--- src/rtl/step_sequencer_pkg.sv ---
// Shared types and defaults for the step sequencer.
// The FSM encoding and the width of one stored pattern entry live here.
package step_sequencer_pkg;

    localparam int NUM_STEPS_DEF = 16;
    localparam int NOTE_W_DEF    = 6;
    localparam int ENTRY_W       = NOTE_W_DEF + 1;
    localparam int GCNT_W        = 8;

    typedef enum logic {
        S_IDLE = 1'b0,
        S_PLAY = 1'b1
    } seq_state_e;

    // Step count actually cycled through: 0 or out-of-range means "all steps".
    function automatic int eff_len(input int len, input int steps);
        return (len == 0 || len > steps) ? steps : len;
    endfunction

endpackage

--- src/rtl/step_sequencer_if.sv ---
// Control, pattern-write and playback signals of the step sequencer.
// master drives tempo/run/pattern writes, slave is the sequencer itself.
interface step_sequencer_if #(
    parameter int NOTE_W = 6,
    parameter int IDX_W  = 4
);
    logic              variableClk;
    logic              run;
    logic [IDX_W:0]    seq_len;
    logic              wr_en;
    logic [IDX_W-1:0]  wr_addr;
    logic [NOTE_W-1:0] wr_note;
    logic              wr_gate;
    logic [NOTE_W-1:0] note;
    logic              gate;
    logic [IDX_W-1:0]  cur_step;
    logic              step_pulse;

    modport master (
        output variableClk, run, seq_len,
        output wr_en, wr_addr, wr_note, wr_gate,
        input  note, gate, cur_step, step_pulse
    );

    modport slave (
        input  variableClk, run, seq_len,
        input  wr_en, wr_addr, wr_note, wr_gate,
        output note, gate, cur_step, step_pulse
    );
endinterface

--- src/rtl/step_sequencer_pattern_ram.sv ---
// Pattern store: one write port, one combinational read port, async clear.
// A same-cycle write and read of one address returns the old contents.
module seq_pattern_ram #(
    parameter int DEPTH = 16,
    parameter int W     = 7,
    parameter int AW    = $clog2(DEPTH)
) (
    input  logic          clk_i,
    input  logic          rst_i,
    input  logic          we_i,
    input  logic [AW-1:0] waddr_i,
    input  logic [W-1:0]  wdata_i,
    input  logic [AW-1:0] raddr_i,
    output logic [W-1:0]  rdata_o
);
    logic [W-1:0] mem_q [DEPTH];

    always_ff @(posedge clk_i or posedge rst_i) begin
        if (rst_i) begin
            for (int i = 0; i < DEPTH; i++) begin
                mem_q[i] <= '0;
            end
        end else if (we_i) begin
            mem_q[waddr_i] <= wdata_i;
        end
    end

    assign rdata_o = mem_q[raddr_i];

endmodule

--- src/rtl/step_sequencer.sv ---
// Tempo-driven step sequencer: plays stored notes on each variableClk
// rising edge while running, with a fixed-length gate per enabled step.
module step_sequencer
    import step_sequencer_pkg::*;
#(
    parameter int NUM_STEPS = NUM_STEPS_DEF,
    parameter int NOTE_W    = NOTE_W_DEF,
    parameter int GATE_LEN  = 5
) (
    input  logic clk100hz,
    input  logic reset,
    step_sequencer_if.slave bus
);
    localparam int IDX_W = $clog2(NUM_STEPS);
    localparam int LEN_W = IDX_W + 1;

    seq_state_e        state_q;
    logic [IDX_W-1:0]  step_q;
    logic [IDX_W-1:0]  step_d;
    logic [IDX_W-1:0]  cur_q;
    logic [NOTE_W-1:0] note_q;
    logic              gate_q;
    logic              pulse_q;
    logic [GCNT_W-1:0] gcnt_q;
    logic              vclk_q;

    logic              tick;
    logic              wrap;
    logic [LEN_W-1:0]  len_eff;
    logic [NOTE_W:0]   rd_data;

    seq_pattern_ram #(
        .DEPTH (NUM_STEPS),
        .W     (NOTE_W + 1)
    ) u_ram (
        .clk_i   (clk100hz),
        .rst_i   (reset),
        .we_i    (bus.wr_en),
        .waddr_i (bus.wr_addr),
        .wdata_i ({bus.wr_gate, bus.wr_note}),
        .raddr_i (step_q),
        .rdata_o (rd_data)
    );

    assign tick = bus.variableClk & ~vclk_q;

    // Wrap test is ">=" so a shrunken length never leaves step_q out of range.
    always_comb begin
        len_eff = LEN_W'(eff_len(int'(bus.seq_len), NUM_STEPS));
        wrap    = {1'b0, step_q} >= (len_eff - LEN_W'(1));
        step_d  = wrap ? '0 : step_q + IDX_W'(1);
    end

    always_ff @(posedge clk100hz or posedge reset) begin
        if (reset) begin
            state_q <= S_IDLE;
            step_q  <= '0;
            cur_q   <= '0;
            note_q  <= '0;
            gate_q  <= 1'b0;
            pulse_q <= 1'b0;
            gcnt_q  <= '0;
            vclk_q  <= 1'b0;
        end else begin
            vclk_q  <= bus.variableClk;
            pulse_q <= 1'b0;
            unique case (state_q)
                S_IDLE: begin
                    if (bus.run) state_q <= S_PLAY;
                end
                S_PLAY: begin
                    if (!bus.run) begin
                        state_q <= S_IDLE;
                        step_q  <= '0;
                        gate_q  <= 1'b0;
                        gcnt_q  <= '0;
                    end else if (tick) begin
                        note_q  <= rd_data[NOTE_W-1:0];
                        gate_q  <= rd_data[NOTE_W];
                        cur_q   <= step_q;
                        pulse_q <= 1'b1;
                        gcnt_q  <= GCNT_W'(GATE_LEN);
                        step_q  <= step_d;
                    end else if (gcnt_q != '0) begin
                        gcnt_q <= gcnt_q - GCNT_W'(1);
                        if (gcnt_q == GCNT_W'(1)) gate_q <= 1'b0;
                    end
                end
            endcase
        end
    end

    assign bus.note       = note_q;
    assign bus.gate       = gate_q;
    assign bus.cur_step   = cur_q;
    assign bus.step_pulse = pulse_q;

endmodule

--- src/flat_wrapper.sv ---
// flat-port wrapper written by rule: the top's interface ports become plain ports
module step_sequencer_flat import step_sequencer_pkg::*;
#(
    parameter int NUM_STEPS = NUM_STEPS_DEF,
    parameter int NOTE_W    = NOTE_W_DEF,
    parameter int GATE_LEN  = 5
)
  (clk100hz, reset, bus_variableClk, bus_run, bus_seq_len, bus_wr_en, bus_wr_addr, bus_wr_note, bus_wr_gate, bus_note, bus_gate, bus_cur_step, bus_step_pulse);
  step_sequencer_if #(.NOTE_W(NOTE_W), .IDX_W(4)) bus_i ();
  input  logic clk100hz;
  input  logic reset;
  input wire logic [$bits(bus_i.variableClk)-1:0] bus_variableClk;
  input wire logic [$bits(bus_i.run)-1:0] bus_run;
  input wire logic [$bits(bus_i.seq_len)-1:0] bus_seq_len;
  input wire logic [$bits(bus_i.wr_en)-1:0] bus_wr_en;
  input wire logic [$bits(bus_i.wr_addr)-1:0] bus_wr_addr;
  input wire logic [$bits(bus_i.wr_note)-1:0] bus_wr_note;
  input wire logic [$bits(bus_i.wr_gate)-1:0] bus_wr_gate;
  output wire logic [$bits(bus_i.note)-1:0] bus_note;
  output wire logic [$bits(bus_i.gate)-1:0] bus_gate;
  output wire logic [$bits(bus_i.cur_step)-1:0] bus_cur_step;
  output wire logic [$bits(bus_i.step_pulse)-1:0] bus_step_pulse;
  assign bus_i.variableClk = bus_variableClk;
  assign bus_i.run = bus_run;
  assign bus_i.seq_len = bus_seq_len;
  assign bus_i.wr_en = bus_wr_en;
  assign bus_i.wr_addr = bus_wr_addr;
  assign bus_i.wr_note = bus_wr_note;
  assign bus_i.wr_gate = bus_wr_gate;
  assign bus_note = bus_i.note;
  assign bus_gate = bus_i.gate;
  assign bus_cur_step = bus_i.cur_step;
  assign bus_step_pulse = bus_i.step_pulse;
  step_sequencer #(.NUM_STEPS(NUM_STEPS), .NOTE_W(NOTE_W), .GATE_LEN(GATE_LEN)) u_core (.clk100hz(clk100hz), .reset(reset), .bus(bus_i));
endmodule
--- config.mk ---
export PLATFORM = sky130hd
export DESIGN_NAME = step_sequencer_flat
export DESIGN_NICKNAME = d
export VERILOG_FILES = /design/src/rtl/step_sequencer_pkg.sv /design/src/rtl/step_sequencer_if.sv /design/src/rtl/step_sequencer_pattern_ram.sv /design/src/rtl/step_sequencer.sv /design/src/flat_wrapper.sv
export SDC_FILE = /design/constraint.sdc
export NUM_CORES = 1
export LEC_CHECK = 0
export ABC_CLOCK_PERIOD_IN_PS = 6550
export CAP_MARGIN = 20
export CELL_PAD_IN_SITES_DETAIL_PLACEMENT = 1
export CELL_PAD_IN_SITES_GLOBAL_PLACEMENT = 2
export CORE_MARGIN = 2
export CORE_UTILIZATION = 43
export DETAILED_ROUTE_END_ITERATION = 16
export GPL_ROUTABILITY_DRIVEN = 0
export PLACE_DENSITY_LB_ADDON = 0.05
export SYNTH_ARGS = -nofsm -noshare
export SYNTH_HDL_FRONTEND = slang
export SYNTH_SLANG_ARGS = --single-unit
export TNS_END_PERCENT = 20
--- constraint.sdc ---
create_clock -name clk100hz -period 6.55 [get_ports clk100hz]
set_clock_uncertainty 0.2 [all_clocks]
set_input_delay 0.9825 -clock clk100hz [delete_from_list [all_inputs] [get_ports clk100hz]]
set_output_delay 0.9825 -clock clk100hz [all_outputs]
set_load 0.02 [all_outputs]
==> reports/qor.json <==
{
  "place.detailed.hpwl": {"value": 9.93, "unit": "mm"},
  "initial_utilization": {"value": 43.6, "unit": "%"},
  "post_cts.repair.setup_buffers": {"value": 0},
  "drc_errors": {"value": 0},
  "clock_insertion_delay_at_the_later_pin_of_the_skew_report": {"value": 0.42, "unit": "ns"},
  "layout_worst_path_cycle_share": {"value": 55.0, "unit": "%"},
  "post_drt_wl_per_cell": {"value": 22.0, "unit": "um"},
  "finish.instance_area": {"value": 7680, "unit": "um2"},
  "cts-hold-fix-buffers": {"value": 0},
  "antenna_violations_before_repair": {"value": 0},
  "drtIter0Drc": {"value": 239},
  "vias": {"value": 4029},
  "cts.sinks": {"value": 138},
  "rr_startpoint": {"value": "u_core.step_q[0]"},
  "swShare": {"value": 25.4, "unit": "%"},
  "floorplan.die_area": {"value": 16300, "unit": "um2"},
  "synthesis.area": {"value": 6590, "unit": "um2"},
  "setup.worst_path.end_class": {"value": "register"},
  "finish.net_count": {"value": 543},
  "synthTopCellsByArea": {"value": "sky130_fd_sc_hd__dfrtp_1 52%, sky130_fd_sc_hd__mux2_2 19%, sky130_fd_sc_hd__mux4_2 6.8%"},
  "pwr-share-clk": {"value": 37.8, "unit": "%"},
  "layout.area.seq": {"value": 3450, "unit": "um2"},
  "holdWs": {"value": 0.280, "unit": "ns"},
  "std_cell_rows": {"value": 45},
  "tightest_slew": {"value": 0.871, "unit": "ns"},
  "worstHoldStart": {"value": "u_core.bus.cur_step[1]"},
  "antenna_cells": {"value": 0},
  "critical_path_arrival": {"value": 3.70, "unit": "ns"},
  "global_route_wire_length_before_repair": {"value": 25.3, "unit": "mm"},
  "top_achievable_clock_speed": {"value": 0.278, "unit": "GHz"},
  "worstHoldPathType": {"value": "register to register"},
  "dominantRegCellSynth": {"value": "sky130_fd_sc_hd__dfrtp_1"},
  "numPortBuffers": {"value": 32},
  "power.density_cell_area": {"value": 351, "unit": "nW/um2"},
  "floorplan.io_pins": {"value": 33},
  "synth.ff_latch_count": {"value": 138},
  "worstHoldEndpoint": {"value": "u_core.bus.cur_step[1]"},
  "cell_internal_pwr": {"value": 2010, "unit": "uW"},
  "leftover_overflow_at_the_end_of_global_routing": {"value": 0},
  "grt_setup_unrepaired": {"value": "no"},
  "fin_ws": {"value": 2.95, "unit": "ns"},
  "yosysWarnings": {"value": 0},
  "combinationalPowerShare": {"value": 19.2, "unit": "%"},
  "status": {"value": "completed"},
  "cts-buffers-inserted": {"value": 17},
  "core_outline_area": {"value": 15100, "unit": "um2"},
  "clk_root_buffer_cell": {"value": "sky130_fd_sc_hd__clkbuf_16"},
  "mappedNetlistNets": {"value": 512},
  "cts_tree": {"value": "built"},
  "syn-instance-count": {"value": 482},
  "syn_area_per_cell": {"value": 13.7, "unit": "um2"},
  "reg2reg_depth": {"value": 8},
  "worst_setup_path_start_kind": {"value": "input pin"},
  "ant_nets": {"value": 0},
  "globalRouteTotalUtil": {"value": 20.9, "unit": "%"},
  "power_frac_seq": {"value": 42.9, "unit": "%"},
  "fillCellCount": {"value": 1505},
  "cts.htree.levels": {"value": 4},
  "worst_slew_margin_rel": {"value": 41.9, "unit": "%"},
  "timing.reg2reg.setup_slack": {"value": 3.90, "unit": "ns"},
  "max-clock-path-buffers": {"value": 2},
  "slew_violations": {"value": 0},
  "power_leakage": {"value": 0.00327, "unit": "uW"},
  "path_clk_slew": {"value": 0.06, "unit": "ns"},
  "multi_input_comb_area": {"value": 2970, "unit": "um2"},
  "final_hold_viol_count": {"value": 0},
  "first_global_vias": {"value": 4418},
  "post-synth-top-area-cell": {"value": "sky130_fd_sc_hd__dfrtp_1"},
  "cp_data_required_time": {"value": 6.65, "unit": "ns"},
  "synthArstFlopShare": {"value": 100, "unit": "%"},
  "routed_wire_length": {"value": 15.7, "unit": "mm"},
  "drt_pre_antenna_iters": {"value": 4},
  "grt_max_degree": {"value": 74},
  "number_of_distinct_library_cell_variants_in_the_gate_level_netlist_after_synthesis": {"value": 54},
  "die_h": {"value": 128, "unit": "um"},
  "die_w": {"value": 128, "unit": "um"},
  "synth_enable_flop_cells": {"value": 0},
  "power.ir.vdd_worst": {"value": 0.188, "unit": "mV"},
  "detailed_place.area": {"value": 7050, "unit": "um2"},
  "final-setup-viol-count": {"value": 0},
  "sequential_to_total_area_share_from_yosys_stat": {"value": 52.4, "unit": "%"},
  "vias_per_cell": {"value": 5.65},
  "worstReg2RegEnd": {"value": "u_core.step_q[2]"},
  "synth_top_area_share": {"value": 52.4, "unit": "%"},
  "synthToLayoutAreaGrowth": {"value": 16.7, "unit": "%"},
  "p_sw": {"value": 685, "unit": "uW"},
  "cp_max_fo": {"value": 4},
  "dp_slack": {"value": 2.52, "unit": "ns"},
  "post_cts.resized_instances": {"value": 0},
  "max_cap_violations": {"value": 0},
  "drive_above_1_share": {"value": 35.4, "unit": "%"},
  "timing.setup.tns": {"value": 0, "unit": "ns"},
  "critical_path_class": {"value": "input pin to register"},
  "worstHoldPathCells": {"value": 2},
  "min_period": {"value": 3.60, "unit": "ns"}
}
## cells in the final DEF (no fill, tap or decap), types with 4 or more instances in the layout
cell / synthesis / layout
sky130_fd_sc_hd__a21oi_1: 4 / 4
sky130_fd_sc_hd__a22oi_1: 5 / 5
sky130_fd_sc_hd__buf_4: 6 / 5
sky130_fd_sc_hd__bufinv_16: 0 / 4
sky130_fd_sc_hd__clkbuf_16: 0 / 17
sky130_fd_sc_hd__clkbuf_8: 0 / 4
sky130_fd_sc_hd__clkdlybuf4s50_1: 0 / 32
sky130_fd_sc_hd__clkinv_2: 1 / 5
sky130_fd_sc_hd__dfrtp_1: 138 / 137
sky130_fd_sc_hd__ha_1: 9 / 9
sky130_fd_sc_hd__inv_1: 9 / 8
sky130_fd_sc_hd__mux2_2: 113 / 113
sky130_fd_sc_hd__mux4_1: 6 / 6
sky130_fd_sc_hd__mux4_2: 20 / 20
sky130_fd_sc_hd__nand2_1: 34 / 34
sky130_fd_sc_hd__nand2b_1: 13 / 13
sky130_fd_sc_hd__nand3_1: 8 / 8
sky130_fd_sc_hd__nor2_1: 13 / 13
sky130_fd_sc_hd__nor2_2: 9 / 9
sky130_fd_sc_hd__o21ai_0: 13 / 13
sky130_fd_sc_hd__o21ai_1: 7 / 7
sky130_fd_sc_hd__o31ai_1: 4 / 4
## state kept, by name, indices dropped and copies added (netlist names)
| register | flops |
|---|---|
| u_core.vclk_q | 1 |
| u_core.step_q | 4 |
| u_core.bus.gate | 1 |
| u_core.bus.step_pulse | 1 |
| u_core.u_ram.mem_q | 112 |
| u_core.gcnt_q | 8 |
| u_core.bus.cur_step | 4 |
| u_core.state_q | 1 |
| u_core.bus.note | 6 |
## per-stage QoR
stage / util [%] / total power, uW / std cells
2_1_floorplan: - / 1530 / 482
3_3_place_gp: 46.7 / 1660 / 681
3_5_place_dp: 46.7 / 1700 / 681
4_1_cts: 50.9 / 2730 / 712
5_1_grt: 50.9 / 2830 / 713
6_report: 50.9 / 2700 / 713
## Yosys cell counts (all sizes together), types with 4 or more instances
library cell / n
dfrtp: 138
mux2: 113
nand2: 34
mux4: 26
nor2: 23
o21ai: 20
clkbuf: 14
nand2b: 14
buf: 11
ha: 9
inv: 9
nand3: 8
a22oi: 5
a21oi: 4
nor3: 4
o31ai: 4
## power groups by stage
stage / sequential, uW / combinational, uW / clock, uW
finish: 1160 / 519 / 1020
global route: 1180 / 573 / 1080
CTS: 1160 / 528 / 1040
detailed placement: 1170 / 524 / 0
global placement: 1160 / 508 / 0
floorplan: 1150 / 386 / 0
## worst max-delay path, cell delays in order
cell and delay [ns]:
sky130_fd_sc_hd__clkdlybuf4s50_1 0.44, sky130_fd_sc_hd__nor3_1 0.27, sky130_fd_sc_hd__nand2b_1 0.09, sky130_fd_sc_hd__ha_1 0.32, sky130_fd_sc_hd__nand2b_1 0.19, sky130_fd_sc_hd__ha_1 0.22
sky130_fd_sc_hd__xor2_1 0.18, sky130_fd_sc_hd__ha_1 0.28, sky130_fd_sc_hd__o21ai_0 0.09, sky130_fd_sc_hd__o21bai_1 0.24, sky130_fd_sc_hd__nand2_1 0.15, sky130_fd_sc_hd__a32o_1 0.26
## per-layer routing
layer	vias to the layer above	routed length, um	track usage (%)
met5	-	0	0
met4	0	202	6.59
met3	17	352	3.76
met2	47	7720	34.1
met1	2139	7420	28.6
li1	1826	-	-
## how the worst max path moves through the flow
stage          cells past startpoint            from                      to
5_1_grt                           12  bus_seq_len[1]        u_core.step_q[1]
2_1_floorplan                      1           reset  u_core.bus.cur_step[0]
3_5_place_dp                      12  bus_seq_len[1]        u_core.step_q[1]
4_1_cts                           12  bus_seq_len[1]        u_core.step_q[1]
3_3_place_gp                      12  bus_seq_len[1]        u_core.step_q[1]
6_report                          12  bus_seq_len[1]        u_core.step_q[1]
## cell families (layout without fill, tap and decap cells)
family / Yosys count / count (layout) / synth area share [%]
buffers and inverters: 35 / 78 / 2.55
adders and majority gates: 9 / 9 / 1.71
muxes: 141 / 141 / 28.9
AOI/OAI and AO/OA: 51 / 51 / 5.13
DFF: 138 / 138 / 52.4
xor gates and xnor gates: 5 / 5 / 0.665
and+or+nand+nor: 103 / 103 / 8.66
## layout make-up
cell class / count / share of cell area (%)
Clock buffer: 23 / 6.35
Clock inverter: 8 / 1.82
Inverter: 10 / 0.570
Multi-Input combinational cell: 309 / 38.6
Sequential cell: 138 / 45.0
Tap cell: 188 / 3.06
Timing Repair Buffer: 37 / 4.66
(Power assumes the default switching activity.)
